`config.mk`:
```
export PLATFORM = sky130hd
export DESIGN_NAME = fft8_pipe_ctrl
export DESIGN_NICKNAME = d
export VERILOG_FILES = /design/src/rtl/fft8_pipe_ctrl_pkg.sv /design/src/rtl/fft_tag_stage.sv /design/src/rtl/fft8_pipe_ctrl.sv
export SDC_FILE = /design/constraint.sdc
export NUM_CORES = 1
export LEC_CHECK = 0
export CORE_MARGIN = 1
export CORE_UTILIZATION = 45
export DETAILED_ROUTE_END_ITERATION = 8
export GPL_TIMING_DRIVEN = 0
export PLACE_DENSITY_LB_ADDON = 0.1
export SETUP_SLACK_MARGIN = 0.4
export SLEW_MARGIN = 0
export SYNTH_ARGS = -nofsm -noshare
export SYNTH_HDL_FRONTEND = slang
export SYNTH_SLANG_ARGS = --single-unit
```
`constraint.sdc`:
```
create_clock -name clk -period 4.6 [get_ports clk]
set_input_delay 0.92 -clock clk [delete_from_list [all_inputs] [get_ports clk]]
set_output_delay 0.92 -clock clk [all_outputs]
set_load 0.02 [all_outputs]
```
`src/rtl/fft8_pipe_ctrl_pkg.sv`:
```
// rtl/fft8_pipe_ctrl_pkg.sv - shared constants and helpers for the 8-point FFT sequencer
package fft8_pipe_ctrl_pkg;

  localparam int FFT_STAGES   = 3;
  localparam int FFT_CTRL_LAT = 4;

  typedef logic [2:0] inflight_t;

  function automatic inflight_t popcount4(input logic [3:0] b);
    return inflight_t'(b[0]) + inflight_t'(b[1]) + inflight_t'(b[2]) + inflight_t'(b[3]);
  endfunction

endpackage

```
`src/rtl/fft_tag_stage.sv`:
```
// rtl/fft_tag_stage.sv - one pipeline stage: valid bit plus frame payload with enable and clear
module fft_tag_stage
  import fft8_pipe_ctrl_pkg::*;
#(
  parameter int PW = 4
) (
  input  logic          clk,
  input  logic          rst_n,
  input  logic          en_i,
  input  logic          clr_i,
  input  logic          valid_i,
  input  logic [PW-1:0] pay_i,
  output logic          valid_o,
  output logic [PW-1:0] pay_o
);

  logic          valid_q, valid_d;
  logic [PW-1:0] pay_q, pay_d;

  // Clear wins over enable so an aborted frame never reaches the next stage.
  always_comb begin
    valid_d = valid_q;
    pay_d   = pay_q;
    if (clr_i) begin
      valid_d = 1'b0;
    end else if (en_i) begin
      valid_d = valid_i;
      pay_d   = pay_i;
    end
  end

  always_ff @(posedge clk or negedge rst_n) begin
    if (!rst_n) begin
      valid_q <= 1'b0;
      pay_q   <= '0;
    end else begin
      valid_q <= valid_d;
      pay_q   <= pay_d;
    end
  end

  assign valid_o = valid_q;
  assign pay_o   = pay_q;

endmodule

```
`src/rtl/fft8_pipe_ctrl.sv`:
```
// rtl/fft8_pipe_ctrl.sv - 8-point FFT pipeline sequencer; FFT_IFFT_EN adds inverse-transform tagging
module fft8_pipe_ctrl
  import fft8_pipe_ctrl_pkg::*;
#(
  parameter int TAG_W = 4,
  parameter int CNT_W = 16
) (
  input  logic             clk,
  input  logic             rst_n,
  input  logic             req_valid_i,
  input  logic [TAG_W-1:0] req_tag_i,
  output logic             req_ready_o,
  input  logic             flush_i,
  output logic             load_en_o,
  output logic             butterfly0_ready_o,
  output logic             butterfly1_ready_o,
  output logic             butterfly2_ready_o,
  output logic             out_valid_o,
  input  logic             out_ready_i,
  output logic [TAG_W-1:0] out_tag_o,
  output logic             busy_o,
  output logic [2:0]       inflight_o,
`ifdef FFT_IFFT_EN
  input  logic             req_inv_i,
  output logic             conj_in_o,
  output logic             out_inv_o,
`endif
  output logic [CNT_W-1:0] frame_cnt_o
);

`ifdef FFT_IFFT_EN
  localparam int PW = TAG_W + 1;
`else
  localparam int PW = TAG_W;
`endif

  logic                  advance, accept, step;
  logic [FFT_STAGES:0]   v_chain;
  logic [PW-1:0]         pay_chain [FFT_STAGES+1];
  logic                  out_valid_q, out_valid_d;
  logic [PW-1:0]         out_pay_q, out_pay_d;
  logic [CNT_W-1:0]      cnt_q, cnt_d;

  assign advance     = ~out_valid_q | out_ready_i;
  // Gating with rst_n keeps the capture strobe quiet while reset is held.
  assign req_ready_o = rst_n & advance & ~flush_i;
  assign accept      = req_valid_i & req_ready_o;
  assign load_en_o   = accept;
  assign step        = advance & ~flush_i;
  assign v_chain[0]  = accept;

`ifdef FFT_IFFT_EN
  assign pay_chain[0] = {req_inv_i, req_tag_i};
  assign conj_in_o    = accept & req_inv_i;
  assign out_inv_o    = out_pay_q[TAG_W];
`else
  assign pay_chain[0] = req_tag_i;
`endif

  for (genvar i = 0; i < FFT_STAGES; i++) begin : g_stage
    fft_tag_stage #(.PW(PW)) u_stage (
      .clk     (clk),
      .rst_n   (rst_n),
      .en_i    (advance),
      .clr_i   (flush_i),
      .valid_i (v_chain[i]),
      .pay_i   (pay_chain[i]),
      .valid_o (v_chain[i+1]),
      .pay_o   (pay_chain[i+1])
    );
  end

  assign butterfly0_ready_o = v_chain[1] & step;
  assign butterfly1_ready_o = v_chain[2] & step;
  assign butterfly2_ready_o = v_chain[3] & step;

  // The slot reloads from the last stage whenever it advances, so a draining
  // handshake and an arriving frame share one edge without a bubble.
  always_comb begin
    out_valid_d = out_valid_q;
    out_pay_d   = out_pay_q;
    cnt_d       = cnt_q;
    if (flush_i) begin
      out_valid_d = 1'b0;
    end else if (advance) begin
      out_valid_d = v_chain[FFT_STAGES];
      if (v_chain[FFT_STAGES]) begin
        out_pay_d = pay_chain[FFT_STAGES];
      end
    end
    if (out_valid_q && out_ready_i && !flush_i) begin
      cnt_d = cnt_q + CNT_W'(1);
    end
  end

  always_ff @(posedge clk or negedge rst_n) begin
    if (!rst_n) begin
      out_valid_q <= 1'b0;
      out_pay_q   <= '0;
      cnt_q       <= '0;
    end else begin
      out_valid_q <= out_valid_d;
      out_pay_q   <= out_pay_d;
      cnt_q       <= cnt_d;
    end
  end

  assign out_valid_o = out_valid_q;
  assign out_tag_o   = out_pay_q[TAG_W-1:0];
  assign frame_cnt_o = cnt_q;
  assign inflight_o  = popcount4({v_chain[FFT_STAGES:1], out_valid_q});
  assign busy_o      = |{v_chain[FFT_STAGES:1], out_valid_q};

endmodule

```
Yosys cells after proc, flatten, opt, wreduce, memory -nomap -nowiden:

Cells that the tools add are included.

* register bits after elaboration: 36
* input bits: 9
* output and inout port bits: 30
* word-level logic and storage cells: 38

* add/sub/neg operators: 4
* muxes and demuxes: 8
* bitwise operators: 10
* reduce and logical (&&, ||, !) cells: 7

Operators with widths (count)
* 16-bit by 1-bit adder with 16-bit output (second input constant): 1
* 1-bit two-way mux: 8
* 1-bit bitwise AND: 7
* 4-bit OR reduction: 1
* 2-bit by 1-bit adder with 3-bit output: 1
* 3-bit by 1-bit adder with 3-bit output: 1
* 3-bit AND reduction: 1
* 1-bit by 1-bit adder with 2-bit output: 1
* 1-bit logical AND: 2
* 1-bit NOT: 2
* 2-bit AND reduction: 1
* 2-bit nonzero test: 1
* 1-bit logical NOT: 1
* 1-bit OR: 1

Longest topological paths before layout:

* depth after elaboration: 7
* mapped depth: 5
* mapped depth without buffers: 5

Modules after synthesis:

From an unflattened synthesis, not the netlist that was laid out.

* cells, all modules: 126
* area total of the unflattened synthesis: 1627.8 sq um

Modules (own cells, without submodules)
* fft8_pipe_ctrl: instances 1, cells each 90, area each 1034.7 sq um, sequential area each 525.5 sq um
* fft_tag_stage: instances 3, cells each 12, area each 197.7 sq um, sequential area each 125.1 sq um

Worst setup path before layout:

No wires, ideal clock.

* path kind: in2out
* start point: in out_ready_i
* end point: out butterfly1_ready_o
* arrival time: 1780 ps
* required time: 3680 ps
* setup slack: 1900 ps
* cell stages on the path: 5
* path buffers: 2
* cell sequence: nor2b_1 > buf_2 > nor2_2 > buf_2 > and2_1

* longest elaborated chain between the ends: 3

Ends and longest elaborated chain
* start: declaration: line fft8_pipe_ctrl.sv:19 `input logic out_ready_i,`
* 1-bit OR: line fft8_pipe_ctrl.sv:44 `assign advance = ~out_valid_q | out_ready_i;`
* 1-bit bitwise AND: line fft8_pipe_ctrl.sv:49 `assign step = advance & ~flush_i;`
* 1-bit bitwise AND: line fft8_pipe_ctrl.sv:74 `assign butterfly1_ready_o = v_chain[2] & step;`
* end: declaration: line fft8_pipe_ctrl.sv:16 `output logic butterfly1_ready_o,`

Every way passes these cells.

Worst setup path after layout:

* start point: in out_ready_i
* end point: out req_ready_o

* longest elaborated chain between the ends: 3

Ends and longest elaborated chain
* 1-bit OR: line fft8_pipe_ctrl.sv:44
* 1-bit bitwise AND (2 in a row): line fft8_pipe_ctrl.sv:46 `assign req_ready_o = rst_n & advance & ~flush_i;`
* end: declaration: line fft8_pipe_ctrl.sv:12 `output logic req_ready_o,`

Every way passes these cells.

==> key figures <==
Die
  • Full die area: approximately 3800 um^2
  • Core box area: 3360 um^2
  • Die Y: 61.6 um
  • I/O pin total: 39
  • FP Rows: 21
  • Starting density of the core: approximately 48%
  • Die span in x: 61.6 um

Global routing
  • Gr busiest metal: met2
  • Largest net degree at the start of global routing: 39
  • GR Layer Usage met3: between 6 and 7%
  • First-pass GRT wire length: 4.37 mm
  • GRT Overall Usage: about 16%
  • Vias in the first global route: just over 1000
  • Grt met1 use: 18.6%
  • Met2 usage: 27.8%
  • Antenna violations before repair: 0
  • Grt total ovfl: 0

Finish
  • Syn-to-layout area delta: 29.3%
  • Layout cell share with drive strength beyond 1: approximately a fifth
  • Final net count: ~190
  • Diode count: 0
  • Final instance area: 2070 um^2

Power and ir drop
  • Leak Pwr: about 0.97 nW
  • Max VDD drop: approximately 180 uV
  • PD cells: just under 300 nW/um^2

Timing
  • Final min period: between 3 and 4 ns
  • Max_slew headroom: a little under half
  • RSZ-0062 raised after global routing: no
  • Worst-margin pin slew: a little under 0.8 ns
  • Final number of hold-violating endpoints: 0
  • Peak Freq: roughly 260 MHz
  • Hold WS: 0.503 ns
  • Final Setup Violations: 0
  • Worst Setup Slack, final: roughly 0.68 ns
  • Final period util: 85.2%
  • Setup_tns: 0 ns
  • Final max-slew violation count: 0
  • Post-Route Skew: about 0.0067 ns

Logic synthesis
  • Syn avg cell area: between 10 and 15 um^2
  • Synthesized Nets: around 140
  • Post-synthesis instance total: approximately 130
  • Register area share after synthesis: between 50 and 60%
  • Yosys reg bits: 36
  • Ys Warns: 0
  • Unique cell type count in the Yosys netlist: 26
  • Cell Area, Synth: between 1500 and 2000 um^2

Route
  • TritonRoute pass-1 iters: 4
  • Via count: ~1100
  • Total wire length: 2.66 mm
  • Starting DRT DRC Count: 33
  • Avg WL per Cell: approximately 12 um
  • ANT nets after route: 0
  • Vias/cell: 4.86
  • # DRC: 0

Worst hold path
  • Worst hold path cell count: 1
  • Sink of the worst hold path: frame_cnt_o[13]
  • Hold wc startpoint: frame_cnt_o[13]
  • Worst Hold Class: register to register

Placed design
  • Final HPWL DP: approximately 2 mm
  • RD Place Congestion: approximately 0.75
  • Worst slack, placed: 0.644 ns
  • Port buffer count: 37
  • Placed Instance Area: about 2000 um^2

Clocking
  • Root Buffer: clkbuf_4
  • H-tree depth: 2
  • Clk Latency, worst-skew pair: approximately 0.33 ns
  • Sink Count: 36
  • CTS Hold Buffers Added: 0
  • CTS clk-pin slew, worst paths: 0.10 ns
  • TritonCTS clock tree: yes
  • CTS Buf Count: 5
  • Post-cts resize count: 0
  • Max clock buf depth: 2
  • Postcts setup bufs: 0

Critical path
  • Crit path DAT: about 3.0 ns
  • Worst-path fanout max: 10
  • CP Capture Type: output pin
  • Critical Path RT: approximately 3.7 ns
  • Reg2reg path depth: 5
  • R2r setup slk: about 2.8 ns
  • FF-to-FF Start: out_valid_o
  • Reg-to-reg endpoint: g_stage[2].u_stage.pay_o[2]
  • WS Path Type: input pin to output pin
  • Crit path launch type: input pin

Status
  • Status: completed

Job
  • Total of max-cap violations: 0
[layout make-up]
| cell class | instances | area, um^2 |
|---|---|---|
| Clock buffer | 6 | 41.3 |
| Inverter | 8 | 30.0 |
| Buffer | 3 | 21.3 |
| Timing Repair Buffer | 37 | 365 |
| Tap cell | 46 | 57.6 |
| Sequential cell | 36 | 901 |
| Fill cell | 310 | 1290 |
| Multi-Input combinational cell | 81 | 648 |
| Clock inverter | 1 | 5.00 |
[cell usage in the layout (no fill, tap or decap), types with 2 or more instances in the layout]
master	n
nand4_1	4
inv_1	8
nor3_1	4
nor2_1	12
dfrtp_1	36
mux2_2	17
xor2_1	5
ha_1	4
clkdlybuf4s50_1	36
and2_1	2
xnor2_1	9
nand2_1	6
a21oi_1	2
nand3_1	5
buf_2	3
clkbuf_4	5
[logic make-up (layout without fill, tap and decap cells)]
kind of cell	count (synthesis)	after routing	share of synthesized area (%)
AO/OA/AOI/OAI	2	2	0.626
XOR/XNOR	15	15	8.68
adder cells (fa/ha/maj)	5	5	4.38
buffers and inverters	11	55	3.21
flip-flops	36	36	56.3
multiplexers	18	18	12.6
AND/OR/NAND/NOR	41	41	14.2
[synthesized netlist by cell type (all sizes together)]
cell / count / area share [%]
xor2: 5 / 2.7
nor2b: 1 / 0.39
nand4: 4 / 1.6
inv: 8 / 1.9
xnor2: 10 / 5.9
mux2: 17 / 12
and3: 1 / 0.39
fa: 1 / 1.3
and4: 1 / 0.55
nand2: 6 / 1.4
or2: 1 / 0.55
dfrtp: 36 / 56
nor2: 13 / 3.2
or4: 1 / 0.70
mux2i: 1 / 0.63
a21oi: 2 / 0.63
buf: 3 / 1.3
nand3: 5 / 1.6
and2: 2 / 0.78
and4b: 1 / 0.63
ha: 4 / 3.1
nand3b: 1 / 1.3
nor3: 4 / 1.3
[power breakdown]
part	switching [mW]	total [mW]	internal, mW
clock	0.0925	0.149	0.0562
sequential	0.0173	0.363	0.346
combinational	0.0456	0.102	0.0565
total	0.155	0.614	0.458
[flip-flops by register name (all words and copies together), names as in the netlist]
name / flops
frame_cnt_o: 16
g_stage.u_stage.pay_o: 12
out_tag_o: 4
g_stage.u_stage.valid_o: 3
out_valid_o: 1
[per-stage QoR]
stage / instances / power, mW / utilization, %
after CTS: 218 / 0.626 / 61.5
after floorplan: 128 / 0.421 / -
final: 218 / 0.614 / 61.5
after global placement: 211 / 0.469 / 60.3
after global routing: 218 / 0.649 / 61.5
after detailed placement: 211 / 0.474 / 60.2
[how the worst max path moves through the flow]
stage / start / end / depth (start not counted)
after floorplan: out_ready_i / butterfly1_ready_o / 5
after global placement: rst_n / load_en_o / 4
after detailed placement: out_ready_i / req_ready_o / 7
after CTS: out_ready_i / req_ready_o / 7
after global routing: out_ready_i / req_ready_o / 7
final: out_ready_i / req_ready_o / 7
[per-layer routing]
layer	vias to the layer above	wire length, um
li1	510	-
met1	518	1070
met2	26	1430
met3	5	113
met4	0	47
met5	-	0
[worst max-delay path, cell delays in order]
cell and delay, ns:
clkdlybuf4s50_1 0.54, nor2b_1 0.06, buf_2 0.18, nor2_2 0.24, buf_2 0.30, and2_1 0.16
clkdlybuf4s50_1 0.60
No activity file was read; power rests on OpenSTA's default activity.
